--- src/rtl/timebase_gen_if.sv ---
// Control and strobe bundle between the timebase generator and its consumers.
// The master drives run/period/interrupt controls; the slave returns strobes, squares and the interrupt.
interface timebase_gen_if #(
    parameter int unsigned NUM_CH = 4,
    parameter int unsigned DIV_W  = 16
);
    logic                      restart;
    logic [NUM_CH-1:0]         ch_run;
    logic [NUM_CH*DIV_W-1:0]   per;
    logic [NUM_CH-1:0]         cascade_sel;
    logic                      int_mode;
    logic                      int_ack;
    logic [NUM_CH-1:0]         en_o;
    logic [NUM_CH-1:0]         sq_o;
    logic                      int_o;

    modport master (
        output restart, ch_run, per, cascade_sel, int_mode, int_ack,
        input  en_o, sq_o, int_o
    );

    modport slave (
        input  restart, ch_run, per, cascade_sel, int_mode, int_ack,
        output en_o, sq_o, int_o
    );
endinterface

--- src/rtl/timebase_gen.sv ---
// Multi-channel clock-enable/square-wave timebase with a divided interrupt generator.
// Define TIMEBASE_CASCADE_EN to let channel i>0 tick on the strobe of channel i-1.
module timebase_gen #(
    parameter int unsigned NUM_CH  = 4,
    parameter int unsigned DIV_W   = 16,
    parameter int unsigned INT_CH  = 1,
    parameter int unsigned INT_DIV = 14
) (
    input  logic           clk,
    input  logic           rst,
    timebase_gen_if.slave  bus
);
    localparam int unsigned     IC_W    = (INT_DIV > 1) ? $clog2(INT_DIV) : 1;
    localparam logic [IC_W-1:0] IC_LAST = IC_W'(INT_DIV - 1);

    logic [DIV_W-1:0]  per_c [NUM_CH];
    logic [DIV_W-1:0]  cnt_q [NUM_CH];
    logic [DIV_W-1:0]  cnt_d [NUM_CH];
    logic [NUM_CH-1:0] en_q, en_d;
    logic [NUM_CH-1:0] sq_q, sq_d;
    logic [NUM_CH-1:0] tick_c;
    logic [IC_W-1:0]   ic_q, ic_d;
    logic              int_q, int_d;
    logic              src_c, wrap_c;
    logic              unused_c;

    always_comb begin
        for (int unsigned i = 0; i < NUM_CH; i++) begin
            per_c[i] = bus.per[i*DIV_W +: DIV_W];
        end
    end

    // Tick source selection: free-running, or the previous channel's registered strobe.
`ifdef TIMEBASE_CASCADE_EN
    always_comb begin
        tick_c    = '1;
        for (int unsigned i = 1; i < NUM_CH; i++) begin
            tick_c[i] = bus.cascade_sel[i] ? en_q[i-1] : 1'b1;
        end
    end
    assign unused_c = bus.cascade_sel[0];
`else
    assign tick_c   = '1;
    assign unused_c = ^bus.cascade_sel;
`endif

    // Channel counters; restart wins over any tick, a stopped channel holds.
    always_comb begin
        logic [DIV_W-1:0] nxt;
        en_d = '0;
        sq_d = sq_q;
        nxt  = '0;
        for (int unsigned i = 0; i < NUM_CH; i++) begin
            cnt_d[i] = cnt_q[i];
            if (bus.restart) begin
                cnt_d[i] = '0;
                sq_d[i]  = 1'b0;
            end else if (tick_c[i] && bus.ch_run[i]) begin
                if (cnt_q[i] >= per_c[i]) begin
                    nxt     = '0;
                    en_d[i] = 1'b1;
                end else begin
                    nxt = cnt_q[i] + DIV_W'(1);
                end
                cnt_d[i] = nxt;
                sq_d[i]  = (nxt > (per_c[i] >> 1));
            end
        end
    end

    // Interrupt divider follows the strobe being issued on this edge, not the registered one.
    assign src_c  = en_d[INT_CH];
    assign wrap_c = src_c && (ic_q == IC_LAST);

    always_comb begin
        ic_d  = ic_q;
        int_d = int_q;
        if (bus.restart) begin
            ic_d  = '0;
            int_d = 1'b0;
        end else begin
            if (src_c) begin
                ic_d = (ic_q == IC_LAST) ? '0 : ic_q + IC_W'(1);
            end
            if (!bus.int_mode) begin
                int_d = (ic_d == IC_LAST);
            end else if (wrap_c) begin
                int_d = 1'b1;
            end else if (bus.int_ack) begin
                int_d = 1'b0;
            end
        end
    end

    always_ff @(posedge clk or posedge rst) begin
        if (rst) begin
            for (int unsigned i = 0; i < NUM_CH; i++) begin
                cnt_q[i] <= '0;
            end
            en_q  <= '0;
            sq_q  <= '0;
            ic_q  <= '0;
            int_q <= 1'b0;
        end else begin
            for (int unsigned i = 0; i < NUM_CH; i++) begin
                cnt_q[i] <= cnt_d[i];
            end
            en_q  <= en_d;
            sq_q  <= sq_d;
            ic_q  <= ic_d;
            int_q <= int_d;
        end
    end

    assign bus.en_o  = en_q;
    assign bus.sq_o  = sq_q;
    assign bus.int_o = int_q;
endmodule

--- src/flat_wrapper.sv ---
// flat-port wrapper written by rule: the top's interface ports become plain ports
module timebase_gen_flat 
#(
    parameter int unsigned NUM_CH  = 4,
    parameter int unsigned DIV_W   = 16,
    parameter int unsigned INT_CH  = 1,
    parameter int unsigned INT_DIV = 14
)
  (clk, rst, bus_restart, bus_ch_run, bus_per, bus_cascade_sel, bus_int_mode, bus_int_ack, bus_en_o, bus_sq_o, bus_int_o);
  timebase_gen_if #(.NUM_CH(NUM_CH), .DIV_W(DIV_W)) bus_i ();
  input  logic clk;
  input  logic rst;
  input wire logic [$bits(bus_i.restart)-1:0] bus_restart;
  input wire logic [$bits(bus_i.ch_run)-1:0] bus_ch_run;
  input wire logic [$bits(bus_i.per)-1:0] bus_per;
  input wire logic [$bits(bus_i.cascade_sel)-1:0] bus_cascade_sel;
  input wire logic [$bits(bus_i.int_mode)-1:0] bus_int_mode;
  input wire logic [$bits(bus_i.int_ack)-1:0] bus_int_ack;
  output wire logic [$bits(bus_i.en_o)-1:0] bus_en_o;
  output wire logic [$bits(bus_i.sq_o)-1:0] bus_sq_o;
  output wire logic [$bits(bus_i.int_o)-1:0] bus_int_o;
  assign bus_i.restart = bus_restart;
  assign bus_i.ch_run = bus_ch_run;
  assign bus_i.per = bus_per;
  assign bus_i.cascade_sel = bus_cascade_sel;
  assign bus_i.int_mode = bus_int_mode;
  assign bus_i.int_ack = bus_int_ack;
  assign bus_en_o = bus_i.en_o;
  assign bus_sq_o = bus_i.sq_o;
  assign bus_int_o = bus_i.int_o;
  timebase_gen #(.NUM_CH(NUM_CH), .DIV_W(DIV_W), .INT_CH(INT_CH), .INT_DIV(INT_DIV)) u_core (.clk(clk), .rst(rst), .bus(bus_i));
endmodule
--- config.mk ---
export PLATFORM = sky130hd
export DESIGN_NAME = timebase_gen_flat
export DESIGN_NICKNAME = d
export VERILOG_FILES = /design/src/rtl/timebase_gen_if.sv /design/src/rtl/timebase_gen.sv /design/src/flat_wrapper.sv
export SDC_FILE = /design/constraint.sdc
export NUM_CORES = 1
export LEC_CHECK = 0
export ABC_CLOCK_PERIOD_IN_PS = 5700
export BUFFER_PORTS_ARGS = -buffer_cell sky130_fd_sc_hd__buf_2
export CORE_MARGIN = 1.5
export CORE_UTILIZATION = 46
export DETAILED_ROUTE_END_ITERATION = 10
export PLACE_DENSITY_LB_ADDON = 0.25
export RECOVER_POWER = 50
export SLEW_MARGIN = 20
export SYNTH_ARGS = -nofsm -noshare
export SYNTH_HDL_FRONTEND = slang
export SYNTH_SLANG_ARGS = --single-unit
--- constraint.sdc ---
create_clock -name clk -period 5.7 [get_ports clk]
set_input_delay 0.285 -clock clk [delete_from_list [all_inputs] [get_ports clk]]
set_output_delay 0.285 -clock clk [all_outputs]
set_load 0.01 [all_outputs]
==> flow_metrics.tcl, run 1 <==
set metrics [dict create \
    outcome "completed" \
    ys_ff_latch 77 \
    yosysWarnings 0 \
    clk_path_buf_depth 2 \
    period_share 0.658 \
    relSlewSlack 0.374 \
    synth_cells 1030 \
    fin_nets 1287 \
    slowest_delay_ps 550 \
    clk_latency_ps 340 \
    power_density_nw_per_um2 162 \
    ys_seq_area_frac 0.235 \
    core_area_um2 17400 \
    wl_um 20300 \
    synthFlopType "dfrtp_1" \
    grt_pass1_vias 7240 \
    globalRouteOverflowTotal 0 \
    path_clk_slew_ps 60 \
    num_vias 7598 \
    period_needed_ps 3750 \
    syn_to_final_growth_pct 11.0 \
    synth.net_count 1235 \
    cts_root_buffer "clkbuf_16" \
    critPathKind "flip-flop to flip-flop" \
    skew_ps 6.43 \
    drtPass1Iterations 5 \
    setup_slack_ps 1950 \
    cp_slowest_cell "a21o_1" \
    die_h_um 136 \
    cts-resized-gates 0 \
    tns_ps 0 \
    synth_edf_count 0 \
    row_count 48 \
    drc_errors 0 \
    die-area_um2 18600 \
    yosys-top-cells-area "dfrtp_1, ha_1, nor2_1, a21oi_1, xnor2_1" \
    maxCapViolations 0 \
    numClockSinks 77 \
    htree_levels 3 \
    arrival_ps 3950 \
    place_congestion 0.862 \
    worstSetupEndpointType "flip-flop" \
    p_leak_uw 0.00452 \
    wl_per_cell_um 15.5 \
    numCtsBuffers 9 \
    hp-class "primary input to async pin" \
    grt_use_total 0.228 \
    async_flop_share 1.00 \
    synth_area_um2 8190 \
    rsz0062_at_grt "no" \
    cts_setup_buffers 0 \
    start_kind "flip-flop" \
    avgSynthCellArea_um2 7.96 \
    placed_cell_area_um2 8740 \
    netlist.area_leader.share 0.235 \
    power_uw 1480 \
    path_cells "ha_1, nand2_1, o21ai_0, a31o_2, a21o_1, nor2_1, ha_1, or4_1, a21oi_1, o21ai_0, or3_1, a31oi_1, o31ai_1" \
    start_util 0.472 \
    irDropWorstVdd_uv 143 \
    io_buffers 81 \
    ios 86 \
    ant_nets 0 \
    synth_cell_types 67 \
    setup_viol 0 \
    slew_viol_final 0 \
    antenna_cells 0 \
    tightest_slew_ps 935 \
    cp.required_ps 5900 \
    yosysTopAreaCell "dfrtp_1" \
    finalInstanceArea_um2 9100 \
    cts_tree "done" \
    cp_max_fo 19 \
    place_hpwl_um 14500 \
    grt_pass1_wl_um 34300 \
    drive_gt1_frac 0.110 \
    hold_viol 0 \
    grt_max_degree 78 \
    vias_per_cell 5.80 \
    hold_buffers 0 \
    antenna_found_initial 0 \
    die_w_um 136 \
    fmax_mhz 267 \
    dp_slack_ps 1970 \
    drt-initial-drc-count 393 \
]
through the flow:
| step | utilization | hold slack [ps] | cells |
|---|---|---|---|
| floorplan | - | 396 | 1030 |
| global placement | 0.503 | 508 | 1296 |
| detailed placement | 0.503 | 508 | 1296 |
| CTS | 0.524 | 257 | 1311 |
| global route | 0.524 | 263 | 1311 |
| finish | 0.524 | 175 | 1311 |
sequential cells by signal, summed over array words and instances (netlist names):
| name | flops |
|---|---|
| u_core.bus.en_o | 4 |
| u_core.bus.int_o | 1 |
| u_core.bus.sq_o | 4 |
| u_core.cnt_q | 64 |
| u_core.ic_q | 4 |
synthesized netlist by cell type (all sizes together) (2+ instances only):
library cell	number
a211oi	6
dfrtp	77
or4	9
nand2b	18
a41o	2
nor4	23
a211o	9
and4	14
a31o	4
mux2i	4
nand4	29
nor4b	16
a311o	3
nor2	105
a31oi	12
nor3	22
a22oi	2
or3	4
o21ai	59
buf	13
and2	11
a221o	5
a2bb2oi	3
clkbuf	34
nand3	52
nand4b	5
a21oi	72
o311ai	5
o21a	7
nand3b	3
nor2b	13
o221ai	3
a21o	6
nor3b	6
nand2	76
or2	4
ha	128
o211ai	5
o21bai	2
o31ai	3
and3	10
xor2	17
xnor2	36
inv	81
final timing paths:
path                            cells past startpoint            endpoint  slack [ps]                from
worst min-delay path                                3    u_core.cnt_q[22]         180                 rst
worst min register to register                      2  u_core.bus.sq_o[3]         510  u_core.bus.sq_o[3]
max in group asynchronous                           3     u_core.cnt_q[5]        5030                 rst
worst max-delay path                               13  u_core.bus.sq_o[0]        1950    u_core.cnt_q[50]
min in group clk                                    3    u_core.cnt_q[32]         270       bus_ch_run[1]
worst max register to register                     13  u_core.bus.sq_o[0]        1950    u_core.cnt_q[50]
worst max-delay path, delay by kind of cell, from the launching register on:
family          cells  cell delay, ps
flops               1             490
compound gates      7            1470
simple gates        4            1070
fa+ha+maj           2             560
cells in the final DEF (no fill, tap or decap), drive strengths merged, types with 5 or more instances in the layout:
master / synthesis / layout
ha: 128 / 128
nor2: 105 / 105
buf: 13 / 84
inv: 81 / 80
dfrtp: 77 / 77
nand2: 76 / 76
a21oi: 72 / 72
o21ai: 59 / 59
nand3: 52 / 52
xnor2: 36 / 36
nand4: 29 / 29
nor4: 23 / 23
nor3: 22 / 22
nand2b: 18 / 18
xor2: 17 / 17
nor4b: 16 / 16
clkbuf: 34 / 15
and4: 14 / 14
nor2b: 13 / 13
a31oi: 12 / 12
and2: 11 / 11
and3: 10 / 10
or4: 9 / 9
a211o: 9 / 9
o21a: 7 / 7
a211oi: 6 / 6
nor3b: 6 / 6
a21o: 6 / 6
nand4b: 5 / 5
a221o: 5 / 5
o211ai: 5 / 5
o311ai: 5 / 5
kinds of logic after synthesis:
family,after synthesis,share of synthesized area
and+or+nand+nor,422,0.280
xor gates and xnor gates,53,0.0566
AOI/OAI and AO/OA,216,0.164
DFF,77,0.235
muxes,5,0.00626
adders and majority gates,128,0.195
buffers and inverters,129,0.0617
routing by layer:
| metal | share of wire | vias to the layer above | GRT usage |
|---|---|---|---|
| met5 | 0 | - | 0 |
| met4 | 0.011 | 0 | 0.0632 |
| met3 | 0.028 | 21 | 0.0231 |
| met2 | 0.47 | 130 | 0.381 |
| met1 | 0.49 | 3594 | 0.312 |
| li1 | - | 3853 | - |
power breakdown:
group	leakage (uW)	internal (uW)	switching (uW)
sequential	0.00107	552	7.67
clock	0.000176	482	242
combinational	0.00328	73.6	119
final cells by class:
type / instances / area, um2
clock buffers: 11 / 243
clock inverters: 4 / 120
fillers: 1712 / 8260
inverters: 82 / 309
multi-input cells: 824 / 5760
flip-flops and latches: 77 / 1930
well taps: 225 / 282
repair buffers: 88 / 457
No activity file was read; power rests on OpenSTA's default activity.
==> run 2: changes to the inputs <==
- ABC_CLOCK_PERIOD_IN_PS: 5700 -> 3200
- clock period: 5.7 -> 3.2 ns (I/O delays scaled with it)
==> run 2 against run 1 <==
  * The run now ends with max-capacitance violations, max-slew violations left
  * Via count increased by 4.0%
  * Count of clock-buffer cells in the layout decreased by 1
  * Core utilization increased by 4.8 points
  * Sequential share of layout area decreased by 1.7 points
  * Non-clock buffer count increased by 90
  * Design area increased by 9.1%
  * Combinational power increased by 97%
  * Setup slack got worse by 1900 ps
  * Flip-flop and latch count unchanged
  * Cell count increased by 7.0%
  * Total power increased by 64%
  * Die area unchanged
  * Critical path type unchanged
  * Critical endpoint unchanged
  * Largest cell class unchanged
  * Largest power group unchanged
  * Highest routed layer unchanged
==> flow_metrics.tcl, run 2 (synthesized netlist as in run 1, its figures left out) <==
set metrics [dict create \
    relSlewSlack -0.346 \
    fin_nets 1378 \
    cts_root_buffer "clkbuf_16" \
    grt_use_total 0.233 \
    layout.cells.non_filler 1403 \
    hp-class "primary input to flip-flop" \
    power_density_nw_per_um2 243 \
    layout_commonest_cell "ha_1" \
    numClockSinks 77 \
    worstSetupEndpoint "u_core.bus.sq_o[0]" \
    wl_um 21400 \
    htree_levels 3 \
    num_vias 7901 \
    syn_to_final_growth_pct 21.2 \
    antenna_found_initial 0 \
    layout_common_cells "ha_1, nor2_1, buf_4, inv_1, nand2_1" \
    row_count 48 \
    drt-initial-drc-count 508 \
    start_util 0.472 \
    globalRouteOverflowTotal 0 \
    vias_per_cell 5.63 \
    numPlacedInstances 1382 \
    largest_reg_flops 64 \
    maxCapViolations 1 \
    place_hpwl_um 16000 \
    grt_pass1_wl_um 34900 \
    die_h_um 136 \
    die-area_um2 18600 \
    fmax_mhz 314 \
    reg2reg_setup_slack_ps 20 \
    numCtsBuffers 9 \
    drtPass1Iterations 5 \
    skew_ps 6.29 \
    irDropWorstVdd_uv 248 \
    cp_max_fo 5 \
    critPathKind "flip-flop to flip-flop" \
    clk_path_buf_depth 2 \
    io_buffers 81 \
    n_fill_cell 1633 \
    antenna_cells 0 \
    ios 86 \
    period_share 0.995 \
    cp.required_ps 3420 \
    slew_viol_final 41 \
    clk_latency_ps 340 \
    period_needed_ps 3180 \
    reg2reg_from "u_core.cnt_q[59]" \
    start_kind "flip-flop" \
    drc_errors 0 \
    r2r_end "u_core.bus.sq_o[0]" \
    holdPathStages 4 \
    p_leak_uw 0.00495 \
    path_clk_slew_ps 60 \
    rsz0062_at_grt "yes" \
    r2r_cells 13 \
    largest-register "u_core.cnt_q" \
    arrival_ps 3410 \
    power_uw 2420 \
    outcome "finished, violations left" \
    failed_checks "max-capacitance violations, max-slew violations" \
    place_congestion 0.899 \
    fin_util 0.572 \
    die_w_um 136 \
    tightest_slew_ps 2010 \
    setup.worst_path.start "u_core.cnt_q[59]" \
    hold_ws_ps 150 \
    core_area_um2 17400 \
    cts_tree "done" \
    drive_gt1_frac 0.207 \
    wl_per_cell_um 15.2 \
    hold_start "bus_int_ack" \
    setup_viol 0 \
    hold_viol 0 \
    grt_max_degree 41 \
    worstSetupEndpointType "flip-flop" \
    ant_nets 0 \
    grt_pass1_vias 7259 \
]
==> run 2: cell types whose count changed in the layout (fill, tap and decap cells not counted), sizes merged, moves of 2 or more <==
| cell | change |
|---|---|
| buf | +82 |
| clkbuf | +6 |
| bufinv | -3 |
| clkinv | +3 |
| clkinvlp | +2 |
==> run 2: critical path: stages, from the launching register on <==
cell and delay, ps:
dfrtp_1 400, ha_4 280, nand2_2 60, nor3_2 200
o311a_1 300, a21o_4 190, nor2_2 50, ha_2 170
or4_4 540, a21oi_2 140, o21ai_2 80, or3_4 390
a31oi_4 170, o31ai_2 90
==> run 2: worst min path at each step <==
stage / to
after detailed placement: u_core.cnt_q[49]
after CTS: u_core.bus.int_o
after global routing: u_core.cnt_q[32]
after floorplan: u_core.cnt_q[61]
final: u_core.bus.int_o
after global placement: u_core.cnt_q[50]
==> run 2: timing repair <==
| item | in CTS | in global routing |
|---|---|---|
| pin swaps | 5 | 19 |
| hold buffers | 1 | 0 |
| endpoints found under the setup margin | 1 | 4 |
| gates resized for setup | 7 | 43 |
| buffers inserted | 2 | 1 |
| endpoints found under the hold margin | 38 | 0 |
| gates cloned | 0 | 1 |
==> run 2: per-stage QoR <==
step / worst slack [ps] / instance area, um2 / TNS, ps
final: 16.8 / 9930 / 0
after global routing: -91.4 / 9930 / -141
after global placement: 28.0 / 9400 / 0
after detailed placement: -104 / 9400 / -104
after CTS: 21.3 / 9740 / 0
after floorplan: 13.4 / 8210 / 0
==> run 2: metal layers <==
layer | global-route usage | share of wire | up-vias | routed length (um)
met1 | 0.322 | 0.49 | 3687 | 10500
met2 | 0.386 | 0.47 | 158 | 9990
met3 | 0.0283 | 0.033 | 17 | 715
met4 | 0.0573 | 0.0094 | 0 | 202
li1 | - | - | 4039 | -
met5 | 0 | 0 | - | 0
==> run 2: cell type report <==
class                           instances  area, um2  area share
Inverter                               82        309      0.0311
Multi-Input combinational cell        825       5970       0.602
Tap cell                              225        282      0.0284
Sequential cell                        77       1930       0.195
Timing Repair Buffer                  178       1140       0.115
Clock buffer                           10        229      0.0231
Clock inverter                          6       63.8     0.00643
==> run 2: power by group <==
part           internal (uW)  leakage [uW]  switching (uW)  total (uW)
Clock                    603      0.000138             436        1040
Sequential               984       0.00106            11.7         996
Combinational            151       0.00375             230         381
Total                   1740       0.00495             678        2420
